File: src/rtl/argmax_pkg.sv
// Shared types and arithmetic for the output-layer argmax stage.
package argmax_pkg;
    localparam int ACC_WIDTH   = 32;
    localparam int NUM_CLASSES = 10;
    localparam int CNT_W       = 4;

    typedef enum logic [1:0] {IDLE, ACCUM, DONE} state_t;

    localparam logic signed [ACC_WIDTH-1:0] SAT_MAX = {1'b0, {(ACC_WIDTH-1){1'b1}}};
    localparam logic signed [ACC_WIDTH-1:0] SAT_MIN = {1'b1, {(ACC_WIDTH-1){1'b0}}};

    // Add one bit wider, then clamp when the two top bits disagree.
    function automatic logic signed [ACC_WIDTH-1:0] sat_add(
        input logic signed [ACC_WIDTH-1:0] a,
        input logic signed [ACC_WIDTH-1:0] b
    );
        logic [ACC_WIDTH:0] s;
        s = {a[ACC_WIDTH-1], a} + {b[ACC_WIDTH-1], b};
        if (s[ACC_WIDTH] != s[ACC_WIDTH-1])
            sat_add = s[ACC_WIDTH] ? SAT_MIN : SAT_MAX;
        else
            sat_add = s[ACC_WIDTH-1:0];
    endfunction
endpackage

File: src/rtl/digit_argmax_if.sv
// Accumulation stream from the output-layer MAC into the argmax stage.
interface digit_argmax_if
    import argmax_pkg::*;
#(
    parameter int ACC_W = ACC_WIDTH
) ();
    logic                    acc_valid;
    logic signed [ACC_W-1:0] acc_data;
    logic                    acc_ready;

    modport master (output acc_valid, output acc_data, input acc_ready);
    modport slave  (input acc_valid, input acc_data, output acc_ready);
endinterface

File: src/rtl/bias_add_sat.sv
// Sign-extends and aligns a 16-bit bias, then adds it with saturation.
module bias_add_sat
    import argmax_pkg::*;
#(
    parameter int BIAS_SHIFT = 8
) (
    input  logic signed [ACC_WIDTH-1:0] acc,
    input  logic signed [15:0]          bias,
    output logic signed [ACC_WIDTH-1:0] score
);
    logic signed [ACC_WIDTH-1:0] bias_al;

    always_comb begin
        bias_al = {{(ACC_WIDTH-16){bias[15]}}, bias} << BIAS_SHIFT;
        score   = sat_add(acc, bias_al);
    end
endmodule

File: src/rtl/digit_argmax.sv
// Output-layer finishing stage: bias add, running argmax, winning digit.
module digit_argmax
    import argmax_pkg::*;
#(
    parameter int ACC_W      = ACC_WIDTH,
    parameter int BIAS_SHIFT = 8
) (
    input  logic                    clk,
    input  logic                    rst,
    input  logic                    start,
    digit_argmax_if.slave           acc_if,
    output logic                    b23_rd,
    output logic [3:0]              b23_rdaddr,
    input  logic signed [15:0]      b23_rddata,
    output logic                    busy,
    output logic                    done,
    output logic [3:0]              digit,
    output logic signed [ACC_W-1:0] max_score
);
    state_t                  state;
    state_t                  state_nx;
    logic [CNT_W-1:0]        cnt;
    logic [CNT_W-1:0]        run_idx;
    logic signed [ACC_W-1:0] run_max;
    logic signed [ACC_W-1:0] score;
    logic                    hs;
    logic                    last;
    logic                    take;

    bias_add_sat #(
        .BIAS_SHIFT (BIAS_SHIFT)
    ) u_add (
        .acc   (acc_if.acc_data),
        .bias  (b23_rddata),
        .score (score)
    );

    assign hs   = acc_if.acc_valid && acc_if.acc_ready;
    assign last = (cnt == CNT_W'(NUM_CLASSES - 1));
    // Strict compare keeps the lower index on ties.
    assign take = (cnt == '0) || (score > run_max);

    always_comb begin
        state_nx         = state;
        acc_if.acc_ready = 1'b0;
        b23_rd           = 1'b0;
        b23_rdaddr       = cnt;
        busy             = 1'b0;
        done             = 1'b0;
        unique case (state)
            IDLE: begin
                if (start) state_nx = ACCUM;
            end
            ACCUM: begin
                acc_if.acc_ready = 1'b1;
                b23_rd           = 1'b1;
                busy             = 1'b1;
                if (hs && last) state_nx = DONE;
            end
            DONE: begin
                busy     = 1'b1;
                done     = 1'b1;
                state_nx = IDLE;
            end
            default: state_nx = IDLE;
        endcase
    end

    always_ff @(posedge clk) begin
        if (rst) begin
            state     <= IDLE;
            cnt       <= '0;
            run_idx   <= '0;
            run_max   <= '0;
            digit     <= '0;
            max_score <= '0;
        end else begin
            state <= state_nx;
            if (state == IDLE && start) begin
                cnt <= '0;
            end else if (hs) begin
                cnt <= last ? '0 : cnt + 1'b1;
                if (take) begin
                    run_max <= score;
                    run_idx <= cnt;
                end
                if (last) begin
                    digit     <= take ? cnt : run_idx;
                    max_score <= take ? score : run_max;
                end
            end
        end
    end
endmodule
File: src/flat_wrapper.sv
// flat-port wrapper written by rule: the top's interface ports become plain ports
module digit_argmax_flat import argmax_pkg::*;
#(
    parameter int ACC_W      = ACC_WIDTH,
    parameter int BIAS_SHIFT = 8
)
  (clk, rst, start, b23_rd, b23_rdaddr, b23_rddata, busy, done, digit, max_score, acc_if_acc_valid, acc_if_acc_data, acc_if_acc_ready);
  digit_argmax_if #(.ACC_W(ACC_W)) acc_if_i ();
  input  logic clk;
  input  logic rst;
  input  logic start;
  output logic b23_rd;
  output logic [3:0] b23_rdaddr;
  input  logic signed [15:0] b23_rddata;
  output logic busy;
  output logic done;
  output logic [3:0] digit;
  output logic signed [ACC_W-1:0] max_score;
  input wire logic [$bits(acc_if_i.acc_valid)-1:0] acc_if_acc_valid;
  input wire logic [$bits(acc_if_i.acc_data)-1:0] acc_if_acc_data;
  output wire logic [$bits(acc_if_i.acc_ready)-1:0] acc_if_acc_ready;
  assign acc_if_i.acc_valid = acc_if_acc_valid;
  assign acc_if_i.acc_data = acc_if_acc_data;
  assign acc_if_acc_ready = acc_if_i.acc_ready;
  digit_argmax #(.ACC_W(ACC_W), .BIAS_SHIFT(BIAS_SHIFT)) u_core (.clk(clk), .rst(rst), .start(start), .acc_if(acc_if_i), .b23_rd(b23_rd), .b23_rdaddr(b23_rdaddr), .b23_rddata(b23_rddata), .busy(busy), .done(done), .digit(digit), .max_score(max_score));
endmodule
File: config.mk
export PLATFORM = sky130hd
export DESIGN_NAME = digit_argmax_flat
export DESIGN_NICKNAME = d
export VERILOG_FILES = /design/src/rtl/argmax_pkg.sv /design/src/rtl/digit_argmax_if.sv /design/src/rtl/bias_add_sat.sv /design/src/rtl/digit_argmax.sv /design/src/flat_wrapper.sv
export SDC_FILE = /design/constraint.sdc
export NUM_CORES = 1
export LEC_CHECK = 0
export BUFFER_PORTS_ARGS = -buffer_cell sky130_fd_sc_hd__buf_2
export CELL_PAD_IN_SITES_DETAIL_PLACEMENT = 0
export CELL_PAD_IN_SITES_GLOBAL_PLACEMENT = 1
export CORE_ASPECT_RATIO = 0.6
export CORE_UTILIZATION = 31
export CTS_CLUSTER_DIAMETER = 200
export DETAILED_ROUTE_END_ITERATION = 12
export PLACE_DENSITY = 0.7
export SKIP_LAST_GASP = 1
export SLEW_MARGIN = 30
export SYNTH_ARGS = -nofsm -noshare
export SYNTH_HDL_FRONTEND = slang
export SYNTH_SLANG_ARGS = --single-unit
File: constraint.sdc
create_clock -name clk -period 7.59 [get_ports clk]
set_input_delay 1.518 -clock clk [delete_from_list [all_inputs] [get_ports clk]]
set_output_delay 1.518 -clock clk [all_outputs]
set_load 0.01 [all_outputs]
Yosys cells after proc, flatten, opt, wreduce, memory -nomap -nowiden:

Cells that the tools add are included.

* div/mod/pow operators: 0
* reductions and logical operators: 11
* $lt $le $gt $ge: 1
* eq/ne operators: 6
* shifts and indexed selects: 0
* bitwise logic cells: 1
* $mul: 0
* add/subtract/negate cells: 2
* muxes and demuxes: 11

Operators with widths (number)
* two-way mux 32 bit: 3
* adder 32 x 24 -> 33 bit: 1
* greater-than comparator 32 bit: 1
* two-way mux 4 bit: 2
* adder 4 x 1 -> 4 bit, second input constant: 1
* == test 4 bit, second input constant: 1
* logical NOT 4 bit: 1
* two-way mux 2 bit: 2
* one-hot mux 2 bit (2 select lines): 1
* AND reduction 2 bit: 2
* OR reduction 2 bit: 2
* logical AND 1 bit: 3
* two-way mux 1 bit: 3
* AND reduction 3 bit: 1
* == test 2 x 1 -> 1 bit, second input constant: 1
* == test 2 bit, second input constant: 1
* logical NOT 2 bit: 1
* inequality test 2 x 1 -> 1 bit, second input constant: 1
* inequality test 2 bit, second input constant: 1
* logical OR 1 bit: 1
* inequality test 1 bit: 1
* inverter 1 bit: 1

* latch bits: 0
* memories kept: 0
* bits in writable memories: 0
* register bits: 78
* word-level logic and storage cells: 38
* ROM bits: 0

Longest topological paths before layout:

* word-level depth: 6
* mapped depth: 29
* gate-level depth less buffers: 25

By module:

A second synthesis with hierarchy kept.

* cells, all modules: 837
* area, all modules: 6857.8 um2

Modules (own cells, without submodules)
* digit_argmax: times used 1, cells each 517, area each 4611.9 um2, seq. area each 1561.5 um2
* bias_add_sat: times used 1, cells each 320, area each 2245.9 um2, seq. area each 0.0 um2

Worst setup path before layout:

OpenSTA, ideal clock, no wires.

* kind: input port to flip-flop
* start: in acc_if_acc_data[16]
* end: reg u_core.run_max[18]
* setup time: 0.116 ns
* stages on the path: 27
* arrival: 6.856 ns
* setup slack: 0.618 ns
* path buffers: 4
* cell sequence: ha_1 and3_1 and3_1 o211ai_1 a21oi_1 o41ai_1 o21bai_1 a21oi_1 xnor2_1 ha_1 clkbuf_1 inv_1 nor2_1 a32oi_1 a21boi_2 buf_2 o31ai_1 ha_1 nand4_1 nor4_2 nor3b_2 nor3b_2 nor4_4 or3_1 buf_6 buf_6 o211a_1

* cells in the longest elaborated chain, start to end: 6
* elaborated cells on any way between the ends: 7

Ends and longest elaborated chain
* from (decl): RTL line flat_wrapper.sv:20 `input wire logic [$bits(acc_if_i.acc_data)-1:0] acc_if_acc_data;`
* adder 32 x 24 -> 33 bit (*): RTL line argmax_pkg.sv:18 `s = {a[ACC_WIDTH-1], a} + {b[ACC_WIDTH-1], b};`
* two-way mux 32 bit / inequality test 1 bit (equally long branches): RTL line argmax_pkg.sv:20, argmax_pkg.sv:19
* two-way mux 32 bit (*): RTL line argmax_pkg.sv:19 `if (s[ACC_WIDTH] != s[ACC_WIDTH-1])`
* greater-than comparator 32 bit: RTL line digit_argmax.sv:41 `assign take = (cnt == '0) || (score > run_max);`
* logical OR 1 bit: RTL line digit_argmax.sv:41
* two-way mux 32 bit (*)
* to (signal assigned): RTL line digit_argmax.sv:84 `run_max <= score;`
* to (decl): RTL line digit_argmax.sv:24 `logic signed [ACC_W-1:0] run_max;`

Mark *: on every way between the ends. The rest lies on a longest branch, timed or not.
A chain may end at the register's enable or synchronous reset.

Worst setup path in the final report:

* start: in acc_if_acc_data[9]
* end: reg u_core.run_max[4]

Same word-level chain as after synthesis.

==> reports/results.ini <==
[place]
numPortBuffers = 95
place_congestion = 0.815
pre_cts_ws_ns = -0.113
hpwl_um = 12100

[synth]
yosysUniqueCellTypes = 62
syn_area_per_cell_sq_um = 7.84
post-synth-top-area-cell = dfxtp_1
synth_top_area_share = 0.281
netlist_top_cells_area = dfxtp_1, ha_1, o21ai_0
ys_async_sr_fraction = 0
synth_cells = 708
synthesis.area_sq_um = 5550
ys.flop_type = dfxtp_1
synth-seq-area-share = 0.281
ys_ff_latch = 78
yosysWarnings = 0
syn_nets = 823
synth-edff-count = 0

[power_and_ir_drop]
cellLeakagePower_nw = 2.88
powerDensity_nw_per_um2 = 221
irDropWorstVdd_mv = 0.103
p_clk_frac = 0.302
power.internal_w = 0.000917
sequentialPowerShare = 0.292
combPwrFrac = 0.406
swShare = 0.380
switchingPower_w = 0.000562

[sta]
skew_ns = 0.00886
finalCritPeriodShare = 0.959
rsz0062_at_grt = true
finalSetupViolCount = 0
hold_viol_final = 0
drv_slew = 0
holdWs_ns = 0.463
slew_headroom = 0.411
layout_setup_ws_ns = 0.308
max_freq_mhz = 137
tightest_slew_ns = 0.883
timing.setup.tns_ns = 0
layout_min_cycle_time_ns = 7.28

[run]
drv_cap = 0

[critical_path]
worstPathRequired_ns = 7.78
critical_path_class = in -> reg
end_kind = flip-flop
cp.arrival_ns = 7.47
critPathMaxFanout = 37
cp-start-kind = primary input

[grt]
grt_pass1_vias = 4955
grt_start_max_net_pins = 42
grt_usage = 0.180
grt_pass1_wl_um = 26500
antenna_found_initial = 0
grt-ovfl-total = 0

[cells_and_area]
antennaDiodeCount = 0
num-nets-final = 916
syn2layout_area_growth_pct = 20.5
drive_gt1_frac = 0.191

[floorplan]
pin_count = 96
die_w_um = 175
initial_core_util = 0.320
die_h_um = 106
die_area_sq_um = 18500
rows = 37
core_sq_um = 17300

[clock_network]
cts_hold_buffers = 0
cts_tree = built
cts_max_path_buffers = 2
clock_latency_ns = 0.34
cts_root_buf = clkbuf_16
numCtsBuffers = 9
path_clk_slew_ns = 0.06
h-tree-depth = 3
clock_sinks = 78

[detailed_routing]
dr.pass1.iters = 5
drt_iter0_drc = 324
via_count = 5245
drc = 0
drtAntennaViolNets = 0
routed_via_density = 5.04
wl_um = 16000
routedWlPerCell_um = 15.3

[min_path]
hp-class = reg -> reg

[run_status]
outcome = completed

power by group through the flow:
stage	registers [W]	clock network (W)	logic (W)
floorplan	0.000439	0	0.000416
global placement	0.000441	0	0.000600
detailed placement	0.000441	0	0.000592
CTS	0.000432	0.000454	0.000596
global route	0.000434	0.000478	0.000691
finish	0.000432	0.000446	0.000601
cell usage after synthesis (7+ instances only):
cell type and count:
clkbuf_1 26, ha_1 62, and3_1 9, o211ai_1 11, nand4_1 9, dfxtp_1 78, a21oi_1 41, inv_1 52
xor2_1 12, nor3_1 10, buf_2 7, o21ai_1 8, o21ai_0 102, nor2_1 64, nand2_1 45, mux2i_1 32
xnor2_1 7, nand3_1 37
sequential cells by signal (all words and copies together) (netlist names):
register           flops
u_core.max_score      32
u_core.digit           4
u_core.b23_rdaddr      4
u_core.run_max        32
u_core.state           2
u_core.run_idx         4
routing by layer:
| metal | track usage | vias to the layer above | wire (um) |
|---|---|---|---|
| li1 | - | 2709 | - |
| met1 | 0.283 | 2408 | 8910 |
| met2 | 0.243 | 121 | 6070 |
| met3 | 0.0451 | 7 | 932 |
| met4 | 0.0273 | 0 | 53 |
| met5 | 0 | - | 0 |
layout by cell type (no fill, tap or decap), drive strengths merged, types with 2 or more instances in the layout:
master    Yosys  final
nand2b        6      6
o31ai         5      5
clkbuf       27      9
and3          9      9
a21o          3      3
o21a          4      4
nand2        45     45
o21ai       110    110
nor2         64     64
nand3        37     37
a22oi         2      2
xnor2         7      7
o211ai       11     11
nand4         9      9
a21boi        6      6
nor2b         5      5
ha           62     62
a32o          4      4
nor3         11     11
or2           4      4
xor2         12     12
o211a         6      6
or3           3      3
nor4          6      6
a211oi        4      4
inv          52     55
a21oi        41     41
nor3b         4      4
o22ai         2      2
a31oi         3      3
dfxtp        78     78
clkinvlp      0      2
o21bai        3      3
a311o         3      3
mux2i        32     32
buf          13    122
critical path, cell delays in order:
cell	delay, ns
buf_2	0.11
ha_1	0.29
a21oi_1	0.20
nor2_1	0.12
o211ai_1	0.40
a21oi_2	0.18
o41ai_2	0.37
o21bai_1	0.11
a21oi_1	0.25
xnor2_1	0.10
ha_1	0.35
inv_1	0.10
nor2_1	0.07
a32oi_1	0.16
a21boi_2	0.23
buf_12	0.21
o21ai_1	0.17
ha_1	0.34
nand4_1	0.18
nor4_2	0.34
nor3b_2	0.27
nor3b_2	0.30
nor4_4	0.08
buf_4	0.18
nor3_4	0.28
buf_12	0.25
mux2i_1	0.22
nor2_1	0.05
cell families (layout without fill, tap and decap cells):
family          after synthesis  in the layout  synth area share
compound gates              218            218             0.236
xor+xnor                     19             19            0.0300
buf+inv                      92            190            0.0701
fa+ha+maj                    63             63             0.143
flops                        78             78             0.281
simple gates                205            205             0.179
mux                          33             33            0.0598
area by class of cell:
cell class / instances / area [sq um]
Clock buffer: 9 / 225
Clock inverter: 7 / 80.1
Fill cell: 1831 / 10600
Inverter: 52 / 195
Multi-Input combinational cell: 538 / 3630
Sequential cell: 78 / 1560
Tap cell: 234 / 293
Timing Repair Buffer: 122 / 703
timing repair:
item / 4_1_cts / 5_1_grt
endpoints found under the setup margin: 0 / 64
setup buffers: 0 / 1
resized for setup: 0 / 4
through the flow:
| step | total power (W) | area (sq um) | cells | utilization |
|---|---|---|---|---|
| 6_report | 0.00148 | 6690 | 1040 | 0.386 |
| 5_1_grt | 0.00160 | 6690 | 1040 | 0.386 |
| 4_1_cts | 0.00148 | 6650 | 1039 | 0.384 |
| 3_5_place_dp | 0.00103 | 6350 | 1023 | 0.367 |
| 3_3_place_gp | 0.00104 | 6350 | 1023 | 0.367 |
| 2_1_floorplan | 0.000855 | 5550 | 708 | - |
path summary, 6_finish.rpt:
check | startpoint | end | slack [ns] | cells after the start
max | acc_if_acc_data[9] | u_core.run_max[4] | 0.31 | 28
min | u_core.max_score[3] | u_core.max_score[3] | 0.46 | 2
max reg2reg | u_core.run_max[27] | u_core.run_max[4] | 4.53 | 12
min reg2reg | u_core.max_score[3] | u_core.max_score[3] | 0.46 | 2
Power figures use the tool's default switching activity.
